**config.mk**
```make
export PLATFORM = sky130hd
export DESIGN_NAME = remote_comm_flat
export DESIGN_NICKNAME = d
export VERILOG_FILES = /design/src/rtl/remote_comm_if.sv /design/src/rtl/remote_comm.sv /design/src/flat_wrapper.sv
export SDC_FILE = /design/constraint.sdc
export NUM_CORES = 1
export LEC_CHECK = 0
export CORE_MARGIN = 3
export CORE_UTILIZATION = 30
export CTS_CLUSTER_DIAMETER = 80
export CTS_CLUSTER_SIZE = 16
export DETAILED_ROUTE_END_ITERATION = 6
export GPL_TIMING_DRIVEN = 0
export PLACE_DENSITY = 0.46
export SLEW_MARGIN = 15
export SYNTH_ARGS = -nofsm -noshare
export SYNTH_HDL_FRONTEND = slang
export SYNTH_SLANG_ARGS = --single-unit
```
**constraint.sdc**
```tcl
create_clock -name clk -period 2.8 [get_ports clk]
set_input_delay 0.56 -clock clk [delete_from_list [all_inputs] [get_ports clk]]
set_output_delay 0.56 -clock clk [all_outputs]
set_load 0.005 [all_outputs]
```
**src/rtl/remote_comm_if.sv**
```systemverilog
// Host-side command/response link between the host logic and the remote_comm UART initiator.
interface remote_comm_if;
  logic [15:0] cmd;
  logic        snd_cmd;
  logic        cmd_snt;
  logic        busy;
  logic        TX;
  logic        RX;
  logic [7:0]  resp;
  logic        resp_rdy;
  logic        clr_resp_rdy;

  modport master (
    output cmd, snd_cmd, RX, clr_resp_rdy,
    input  cmd_snt, busy, TX, resp, resp_rdy
  );

  modport slave (
    input  cmd, snd_cmd, RX, clr_resp_rdy,
    output cmd_snt, busy, TX, resp, resp_rdy
  );
endinterface

```
**src/rtl/remote_comm.sv**
```systemverilog
// Host-side command initiator: sends a 16-bit command as two UART bytes (high first)
// and captures the single response byte returned by the robot.
module remote_comm #(
  parameter int unsigned BAUD_DIV = 2604
) (
  input  logic         clk,
  input  logic         rst,
  remote_comm_if.slave bus
);
  localparam logic [11:0] BAUD_LAST = 12'(BAUD_DIV - 1);
  localparam logic [11:0] BAUD_HALF = 12'(BAUD_DIV / 2 - 1);

  localparam logic [1:0] TX_IDLE    = 2'd0;
  localparam logic [1:0] TX_SEND_HI = 2'd1;
  localparam logic [1:0] TX_SEND_LO = 2'd2;

  localparam logic [1:0] RX_IDLE  = 2'd0;
  localparam logic [1:0] RX_START = 2'd1;
  localparam logic [1:0] RX_DATA  = 2'd2;
  localparam logic [1:0] RX_STOP  = 2'd3;

  logic [1:0]  r_tx_state;
  logic [15:0] r_hold;
  logic [11:0] r_tx_cnt;
  logic [3:0]  r_tx_idx;
  logic        r_tx;
  logic        r_busy;
  logic        r_cmd_snt;
  logic [7:0]  w_tx_byte;
  logic [2:0]  w_bit_sel;
  logic        w_tx_bit;

  logic [1:0]  r_rx_state;
  logic        r_rx_s1;
  logic        r_rx_s2;
  logic        r_rx_prev;
  logic [11:0] r_rx_cnt;
  logic [2:0]  r_rx_bit;
  logic [7:0]  r_shift;
  logic [7:0]  r_resp;
  logic        r_resp_rdy;
  logic        w_fall;
  logic        w_rx_set;
  logic        w_rx_clr;

  assign w_tx_byte = (r_tx_state == TX_SEND_LO) ? r_hold[7:0] : r_hold[15:8];
  assign w_bit_sel = 3'(r_tx_idx - 4'd1);

  always_comb begin
    w_tx_bit = 1'b1;
    case (r_tx_idx)
      4'd0:    w_tx_bit = 1'b0;
      4'd9:    w_tx_bit = 1'b1;
      default: w_tx_bit = w_tx_byte[w_bit_sel];
    endcase
  end

  // Bit boundaries fall on the counter reaching zero; accept clears the counter so the
  // first boundary (start bit) is the very next edge. Index 10 marks "frame finished".
  always_ff @(posedge clk) begin
    if (rst) begin
      r_tx_state <= TX_IDLE;
      r_hold     <= '0;
      r_tx_cnt   <= '0;
      r_tx_idx   <= '0;
      r_tx       <= 1'b1;
      r_busy     <= 1'b0;
      r_cmd_snt  <= 1'b0;
    end else begin
      case (r_tx_state)
        TX_IDLE: begin
          if (bus.snd_cmd) begin
            r_hold     <= bus.cmd;
            r_cmd_snt  <= 1'b0;
            r_busy     <= 1'b1;
            r_tx_cnt   <= '0;
            r_tx_idx   <= '0;
            r_tx_state <= TX_SEND_HI;
          end
        end
        TX_SEND_HI, TX_SEND_LO: begin
          if (r_tx_cnt != 12'd0) begin
            r_tx_cnt <= r_tx_cnt - 12'd1;
          end else begin
            r_tx_cnt <= BAUD_LAST;
            if (r_tx_idx == 4'd10) begin
              if (r_tx_state == TX_SEND_HI) begin
                r_tx_state <= TX_SEND_LO;
                r_tx       <= 1'b0;
                r_tx_idx   <= 4'd1;
              end else begin
                r_tx_state <= TX_IDLE;
                r_tx       <= 1'b1;
                r_busy     <= 1'b0;
                r_cmd_snt  <= 1'b1;
                r_tx_idx   <= '0;
              end
            end else begin
              r_tx     <= w_tx_bit;
              r_tx_idx <= r_tx_idx + 4'd1;
            end
          end
        end
        default: r_tx_state <= TX_IDLE;
      endcase
    end
  end

  assign w_fall   = r_rx_prev & ~r_rx_s2;
  assign w_rx_set = (r_rx_state == RX_STOP) && (r_rx_cnt == 12'd0) && r_rx_s2;
  assign w_rx_clr = bus.clr_resp_rdy || ((r_rx_state == RX_IDLE) && w_fall);

  always_ff @(posedge clk) begin
    if (rst) begin
      r_rx_s1    <= 1'b1;
      r_rx_s2    <= 1'b1;
      r_rx_prev  <= 1'b1;
      r_rx_state <= RX_IDLE;
      r_rx_cnt   <= '0;
      r_rx_bit   <= '0;
      r_shift    <= '0;
      r_resp     <= '0;
      r_resp_rdy <= 1'b0;
    end else begin
      r_rx_s1   <= bus.RX;
      r_rx_s2   <= r_rx_s1;
      r_rx_prev <= r_rx_s2;
      case (r_rx_state)
        RX_IDLE: begin
          if (w_fall) begin
            r_rx_cnt   <= BAUD_HALF;
            r_rx_state <= RX_START;
          end
        end
        RX_START: begin
          if (r_rx_cnt != 12'd0) begin
            r_rx_cnt <= r_rx_cnt - 12'd1;
          end else if (r_rx_s2) begin
            r_rx_state <= RX_IDLE;
          end else begin
            r_rx_cnt   <= BAUD_LAST;
            r_rx_bit   <= '0;
            r_rx_state <= RX_DATA;
          end
        end
        RX_DATA: begin
          if (r_rx_cnt != 12'd0) begin
            r_rx_cnt <= r_rx_cnt - 12'd1;
          end else begin
            r_shift  <= {r_rx_s2, r_shift[7:1]};
            r_rx_cnt <= BAUD_LAST;
            if (r_rx_bit == 3'd7) r_rx_state <= RX_STOP;
            else                  r_rx_bit   <= r_rx_bit + 3'd1;
          end
        end
        RX_STOP: begin
          if (r_rx_cnt != 12'd0) r_rx_cnt   <= r_rx_cnt - 12'd1;
          else                   r_rx_state <= RX_IDLE;
        end
        default: r_rx_state <= RX_IDLE;
      endcase
      if (w_rx_set) r_resp <= r_shift;
      // A new byte outranks a same-cycle clear so it cannot be lost.
      if (w_rx_set)      r_resp_rdy <= 1'b1;
      else if (w_rx_clr) r_resp_rdy <= 1'b0;
    end
  end

  assign bus.TX       = r_tx;
  assign bus.busy     = r_busy;
  assign bus.cmd_snt  = r_cmd_snt;
  assign bus.resp     = r_resp;
  assign bus.resp_rdy = r_resp_rdy;
endmodule

```
**src/flat_wrapper.sv**
```systemverilog
// flat-port wrapper written by rule: the top's interface ports become plain ports
module remote_comm_flat 
#(
  parameter int unsigned BAUD_DIV = 2604
)
  (clk, rst, bus_cmd, bus_snd_cmd, bus_RX, bus_clr_resp_rdy, bus_cmd_snt, bus_busy, bus_TX, bus_resp, bus_resp_rdy);
  remote_comm_if bus_i ();
  input  logic clk;
  input  logic rst;
  input wire logic [$bits(bus_i.cmd)-1:0] bus_cmd;
  input wire logic [$bits(bus_i.snd_cmd)-1:0] bus_snd_cmd;
  input wire logic [$bits(bus_i.RX)-1:0] bus_RX;
  input wire logic [$bits(bus_i.clr_resp_rdy)-1:0] bus_clr_resp_rdy;
  output wire logic [$bits(bus_i.cmd_snt)-1:0] bus_cmd_snt;
  output wire logic [$bits(bus_i.busy)-1:0] bus_busy;
  output wire logic [$bits(bus_i.TX)-1:0] bus_TX;
  output wire logic [$bits(bus_i.resp)-1:0] bus_resp;
  output wire logic [$bits(bus_i.resp_rdy)-1:0] bus_resp_rdy;
  assign bus_i.cmd = bus_cmd;
  assign bus_i.snd_cmd = bus_snd_cmd;
  assign bus_i.RX = bus_RX;
  assign bus_i.clr_resp_rdy = bus_clr_resp_rdy;
  assign bus_cmd_snt = bus_i.cmd_snt;
  assign bus_busy = bus_i.busy;
  assign bus_TX = bus_i.TX;
  assign bus_resp = bus_i.resp;
  assign bus_resp_rdy = bus_i.resp_rdy;
  remote_comm #(.BAUD_DIV(BAUD_DIV)) u_core (.clk(clk), .rst(rst), .bus(bus_i));
endmodule
```
==> results of run 1 <==
==> worst max-delay path by stage <==
stage,startpoint,slack (ns),endpoint,cells past startpoint
2_1_floorplan,u_core.r_tx_idx[0],0.96,u_core.r_tx_idx[2],7
3_3_place_gp,bus_snd_cmd,0.20,u_core.r_tx_idx[0],6
3_5_place_dp,bus_snd_cmd,0.23,u_core.r_tx_idx[0],6
4_1_cts,u_core.r_rx_cnt[6],0.51,u_core.bus.resp[3],7
5_1_grt,u_core.r_rx_cnt[6],0.33,u_core.bus.resp[2],7
6_report,u_core.r_rx_cnt[6],0.51,u_core.bus.resp[3],7
==> cell families (layout without fill, tap and decap cells) <==
group / after synthesis / after routing / share of synthesized area (%)
buffers and inverters: 40 / 86 / 4.26
multiplexers: 8 / 8 / 3.52
XOR/XNOR: 7 / 7 / 1.66
flip-flops: 74 / 74 / 40.1
AND/OR/NAND/NOR: 188 / 188 / 25.0
adder cells (fa/ha/maj): 17 / 17 / 5.75
AO/OA/AOI/OAI: 127 / 127 / 19.7
==> power breakdown <==
part	switching [mW]	total (mW)	internal, mW
Sequential	0.159	1.36	1.21
Clock	0.425	1.22	0.797
Combinational	0.954	1.57	0.617
==> synth_stat cells (2+ instances only) <==
library cell	instances
a21o_1	4
dfxtp_1	74
inv_1	16
a31oi_1	3
a21oi_1	70
nand4b_1	6
or4_1	3
mux4_2	4
buf_2	3
and3_1	3
or2_2	5
nand2b_1	5
o21ai_0	23
nand2_1	81
o31ai_1	4
xnor2_1	4
nor2_1	27
a21boi_0	3
nand4_1	4
ha_1	17
or3_1	2
o22ai_1	5
nor4_1	5
nor3b_1	2
nor2b_1	3
a32oi_1	2
and2_1	4
nor3_1	12
xor2_1	3
nand3_1	18
a211oi_1	2
clkbuf_1	19
mux2i_1	4
nor4b_2	2
o21a_1	2
==> layer usage <==
metal / track usage, % / vias up
met5: 0 / -
met4: 3.90 / 0
met3: 3.55 / 4
met2: 23.5 / 51
met1: 20.1 / 1576
li1: - / 1715
==> area by class of cell <==
class | instances | area share, %
Timing Repair Buffer | 31 | 6.89
Clock buffer | 10 | 5.30
Clock inverter | 5 | 1.75
Multi-Input combinational cell | 347 | 45.7
Tap cell | 143 | 3.97
Inverter | 17 | 1.42
Sequential cell | 74 | 32.9
Buffer | 23 | 2.08
==> through the flow <==
stage,setup slack (ns),power (mW),cells,cell area (µm²)
floorplan,0.956,2.54,461,3700
global placement,0.205,2.95,635,4190
detailed placement,0.233,2.95,635,4190
CTS,0.514,4.20,650,4510
global route,0.332,4.48,650,4510
finish,0.505,4.16,650,4510
==> flip-flops by register name, indices dropped and copies added (netlist names), 2 cells and up, named ones only <==
register and flops:
u_core.r_rx_cnt 12, u_core.r_tx_state 2, u_core.bus.resp 8, u_core.r_tx_idx 4, u_core.r_rx_bit 3, u_core.r_shift 8
u_core.r_tx_cnt 12, u_core.r_hold 16
==> critical path, stage by stage, from the launching register on <==
cell,delay [ns]
dfxtp_1,0.35
nor4_1,0.56
and4b_1,0.28
buf_2,0.21
buf_4,0.21
nand3_1,0.30
nand2_1,0.17
a21oi_1,0.07
==> results.md, run 1 <==
* Status: completed
* Worst Hold Class: register to register
* Initial Utilization at 31.6%
* Global Route Usage Sum at 14.7%
* Final setup vio count at 0
* Critical Path End Type: register
* RSZ-0062 raised after global routing: false
* CTS tree: yes
* Grt ovf at 0
* Hold wc startpoint: u_core.r_rx_s1
* First-pass GRT wire length at 16.0 mm
* Synthesized area at 3700 µm²
* Rel. slew slack at 41.5%
* Max cap viols at 0
* H-tree Lvls at 3
* DRC viols at 0
* Hold WS at 0.410 ns
* F_max at 0.436 GHz
* Final hold violation count at 0
* Die area at 13700 µm²
* Number of flops mapped to enable cells by yosys at 0
* Most used flip-flop cell after synthesis: dfxtp_1
* I/O pin cnt at 33
* Worst r2r path cells at 7
* Highest metal used: met4
* Via/cell ratio at 5.15
* Synthesized Nets at 499
* Measured slew at the worst slew-check pin at 0.870 ns
* CP Class: register to register
* Tmin final at 2.29 ns
* Yosys warnings at 0
* CTS buffer count at 9
* Wire per inst at 14.6 µm
* Commonest non-fill, non-tap cells in the layout: nand2_1, dfxtp_1, a21oi_1
* Antenna diodes at 0
* Post-Route M1 WL at 4.72 mm
* Met3 wire length at 326 µm
* Fin nets at 541
* Post-CTS setup buffers at 0
* Core Rows at 39
* PortBufs at 31
* Asr flop ratio synth at 0%
* WP data arrival at 2.48 ns
* Layout cells sized above 1 at 6.90%
* Synthesized area per cell at 8.02 µm²
* Reg area at 1480 µm²
* Yosys top cell by area: dfxtp_1
* Final Max Slew Viols at 0
* Starting DRT DRC Count at 164
* CTS Hold Bufs at 0
* Layout Skew at 0.00351 ns
* Required @ worst endpoint at 2.98 ns
* GP Congestion at 0.764
* Worst r2r src: u_core.r_rx_cnt[6]
* Share of the synthesized area in the top cell type at 40.1%
* Via count at 3346
* Post-DP HPWL at 6.90 mm
* DIE WIDTH at 117 µm
* Worst-Skew Late Latency at 0.33 ns
* 1st-pass router iterations at 4
* R2r setup slk at 0.51 ns
* Reg2reg end: u_core.bus.resp[3]
* CTS Sinks at 74
* Worst Hold Path Cells at 1
* Worst-path clk slew at 0.05 ns
* Setup TNS at 0 ns
* Initial antenna violation count at 0
* Fill cells at 1232
* Max VDD drop at 387 µV
* Final period utilization at 82.0%
* Layout area overhead at 21.8%
* CTS resizes at 0
* Longest Clk Path Bufs at 2
* Root buffer cell: clkbuf_16
* Synth Instances at 461
* PwrDens at 923 nW/µm²
* Hold endpoint: u_core.r_rx_s2
* Routed WL at 9.48 mm
* Final ANT Viol Nets at 0
* Max Fanout on Critical Path at 10
* Commonest non-fill, non-tap cell in the layout: nand2_1
* Util after Layout at 38.5%
* Synthesis-stage register bit count at 74
* Pin count of the biggest net entering global routing at 13
* Top cells by area, synth: dfxtp_1, a21oi_1, nand2_1
* Number of global-route vias before repair at 3220
* Startpoint types: register
* Seq/Total Area, Yosys at 40.1%
* DR WL met2 at 4.39 mm
* Die Height at 117 µm
* Multi-input gate area at 2060 µm²
* Core area at 11700 µm²
* Netlist cell types at 52
* Leakage power total at 1.64 nW
Note: power is estimated with default switching activity, not from simulation.
==> run 2: changes to the inputs <==
clock period = 2.2 ns   (was 2.8 ns; I/O delays follow)
==> results.md, run 2 (synthesis gave the netlist of run 1 again) <==
* Root buffer cell: clkbuf_16
* Max VDD drop at 491 µV (+27%)
* Final period utilization at 94.7% (+13 points)
* Die area at 13700 µm² (unchanged)
* CTS Sinks at 74 (unchanged)
* Initial antenna violation count at 0 (unchanged)
* Sw Share at 36.9% (-0.14 points)
* Final hold violation count at 0 (unchanged)
* Placed cells at 635 (unchanged)
* Comb pwr share at 38.7% (+0.9 points)
* Core Rows at 39 (unchanged)
* GP Congestion at 0.764 (unchanged)
* Crit. Startpoint: u_core.r_tx_cnt[0]
* Pin count of the biggest net entering global routing at 13 (unchanged)
* Clock share of power at 28.9% (-0.5 points)
* P_sw at 1.98 mW (+29%)
* Top reg by flops: u_core.r_hold
* CTS buffer count at 9 (unchanged)
* Leakage power total at 1.66 nW (+1.5%)
* Worst slack, placed at -0.247 ns (-0.480 ns)
* Tmin final at 2.08 ns (-0.211 ns)
* Required @ worst endpoint at 2.45 ns (-0.53 ns)
* Critical Path End Type: register
* Rel. slew slack at 41.6% (+0.098 points)
* Fin nets at 542 (+0.18%)
* Grt ovf at 0 (unchanged)
* Final ANT Viol Nets at 0 (unchanged)
* Grt met1 use at 20.1% (unchanged)
* Max reg flops at 16 (unchanged)
* PortBufs at 31 (unchanged)
* Hold wc startpoint: u_core.r_rx_s1
* WP data arrival at 2.34 ns (-0.14 ns)
* P_int at 3.40 mW (+30%)
* CP Class: register to register
* Sequential Power Share at 32.4% (-0.4 points)
* Regs by FF count: u_core.r_hold (16), u_core.r_rx_cnt (12), u_core.r_tx_cnt (12)
* DIE WIDTH at 117 µm (unchanged)
* Final non-filler cell total at 651 (+0.15%)
* PwrDens at 1180 nW/µm² (+28%)
* Startpoint types: register
* CTS tree: yes
* Wire per inst at 14.5 µm (-0.23%)
* Util after Layout at 38.8% (+0.34 points)
* Final WS setup at 0.116 ns (-0.389 ns)
* Most used routing layer: met2
* Layout area overhead at 22.9%
* Commonest non-fill, non-tap cells in the layout: nand2_1, dfxtp_1, a21oi_1
* Global Route Usage Sum at 14.7% (unchanged)
* I/O pin cnt at 33 (unchanged)
* CTS Hold Bufs at 0 (unchanged)
* Status: completed
* RSZ-0062 raised after global routing: true
* Worst-Skew Late Latency at 0.33 ns (about the same)
* Layout cells sized above 1 at 8.46% (+1.6 points)
* Final setup vio count at 0 (unchanged)
* Commonest non-fill, non-tap cell in the layout: nand2_1
* Measured slew at the worst slew-check pin at 0.868 ns (-0.00145 ns)
* Max cap viols at 0 (unchanged)
* H-tree Lvls at 3 (unchanged)
* Worst-path clk slew at 0.06 ns (about the same)
* Via/cell ratio at 5.16 (+0.32%)
* Setup TNS at 0 ns (unchanged)
* Met2 usage at 23.5% (unchanged)
* Worst Hold Class: register to register
* Routed WL at 9.47 mm (about the same)
* Initial Utilization at 31.6% (unchanged)
* DRC viols at 0 (unchanged)
* F_max at 0.480 GHz (+10%)
* Number of global-route vias before repair at 3220 (unchanged)
* Starting DRT DRC Count at 158 (-3.7%)
* Longest Clk Path Bufs at 2 (unchanged)
* Post-DP HPWL at 6.90 mm (unchanged)
* Max Fanout on Critical Path at 7 (-3)
* Die Height at 117 µm (unchanged)
* First-pass GRT wire length at 16.0 mm (unchanged)
* Met3 usage at 3.55% (unchanged)
* 1st-pass router iterations at 4 (unchanged)
* Antenna diodes at 0 (unchanged)
* Final Max Slew Viols at 0 (unchanged)
* Worst r2r src: u_core.r_tx_cnt[0]
* Core area at 11700 µm² (unchanged)
* Layout Skew at 0.00447 ns (+0.000959 ns)
* Via count at 3362 (+0.48%)
## run 2: path summary, 6_finish.rpt
path / end / slack [ns] / cells past startpoint
max: u_core.r_tx_idx[2] / 0.12 / 7
max reg2reg: u_core.r_tx_idx[2] / 0.12 / 7
min reg2reg: u_core.r_rx_s2 / 0.41 / 1
min: u_core.r_rx_s2 / 0.41 / 1
## run 2: per-stage QoR
stage	hold WS [ns]	instance area [µm²]	total power, mW
2_1_floorplan	0.389	3700	3.23
3_3_place_gp	0.402	4190	3.76
3_5_place_dp	0.408	4190	3.75
4_1_cts	0.414	4520	5.37
5_1_grt	0.426	4550	5.80
6_report	0.410	4550	5.38
## run 2: power groups by stage
stage / Combinational (mW) / Sequential [mW] / Clock, mW
3_5_place_dp: 1.99 / 1.76 / 0
2_1_floorplan: 1.52 / 1.71 / 0
6_report: 2.08 / 1.75 / 1.56
5_1_grt: 2.35 / 1.78 / 1.67
3_3_place_gp: 2.00 / 1.76 / 0
4_1_cts: 2.02 / 1.74 / 1.61
## run 2: final cells by class
class,instances,area (µm²)
repair buffers,32,318
fillers,1224,7170
multi-input cells,347,2090
plain buffers,23,96.3
well taps,143,179
inverters,17,63.8
flip-flops and latches,74,1480
clock inverters,5,78.8
clock buffers,10,239
## run 2: repair_timing
action	CTS	global route
gates resized for setup	4	5
pin swaps	0	2
hold endpoints to repair	0	0
setup endpoints to repair	14	17
setup buffers	0	1
## run 2: routing by layer
layer  vias up  wire [µm]
met2        55       4410
met4         0         70
met3         6        384
li1       1723          -
met1      1578       4600
met5         -          0
## run 2: worst max-delay path, stage by stage (launching register included)
cell and delay (ns):
dfxtp_1 0.35, inv_1 0.09, ha_1 0.15, nor4b_4 0.22
nand4b_1 0.26, a21o_2 0.31, or4_1 0.48, a21oi_1 0.14
==> run 3: changes to the inputs <==
ABC_CLOCK_PERIOD_IN_PS = 2200   (was default)
==> results of run 3 <==
The final DEF is identical to that of run 2; final timing and power are the same.
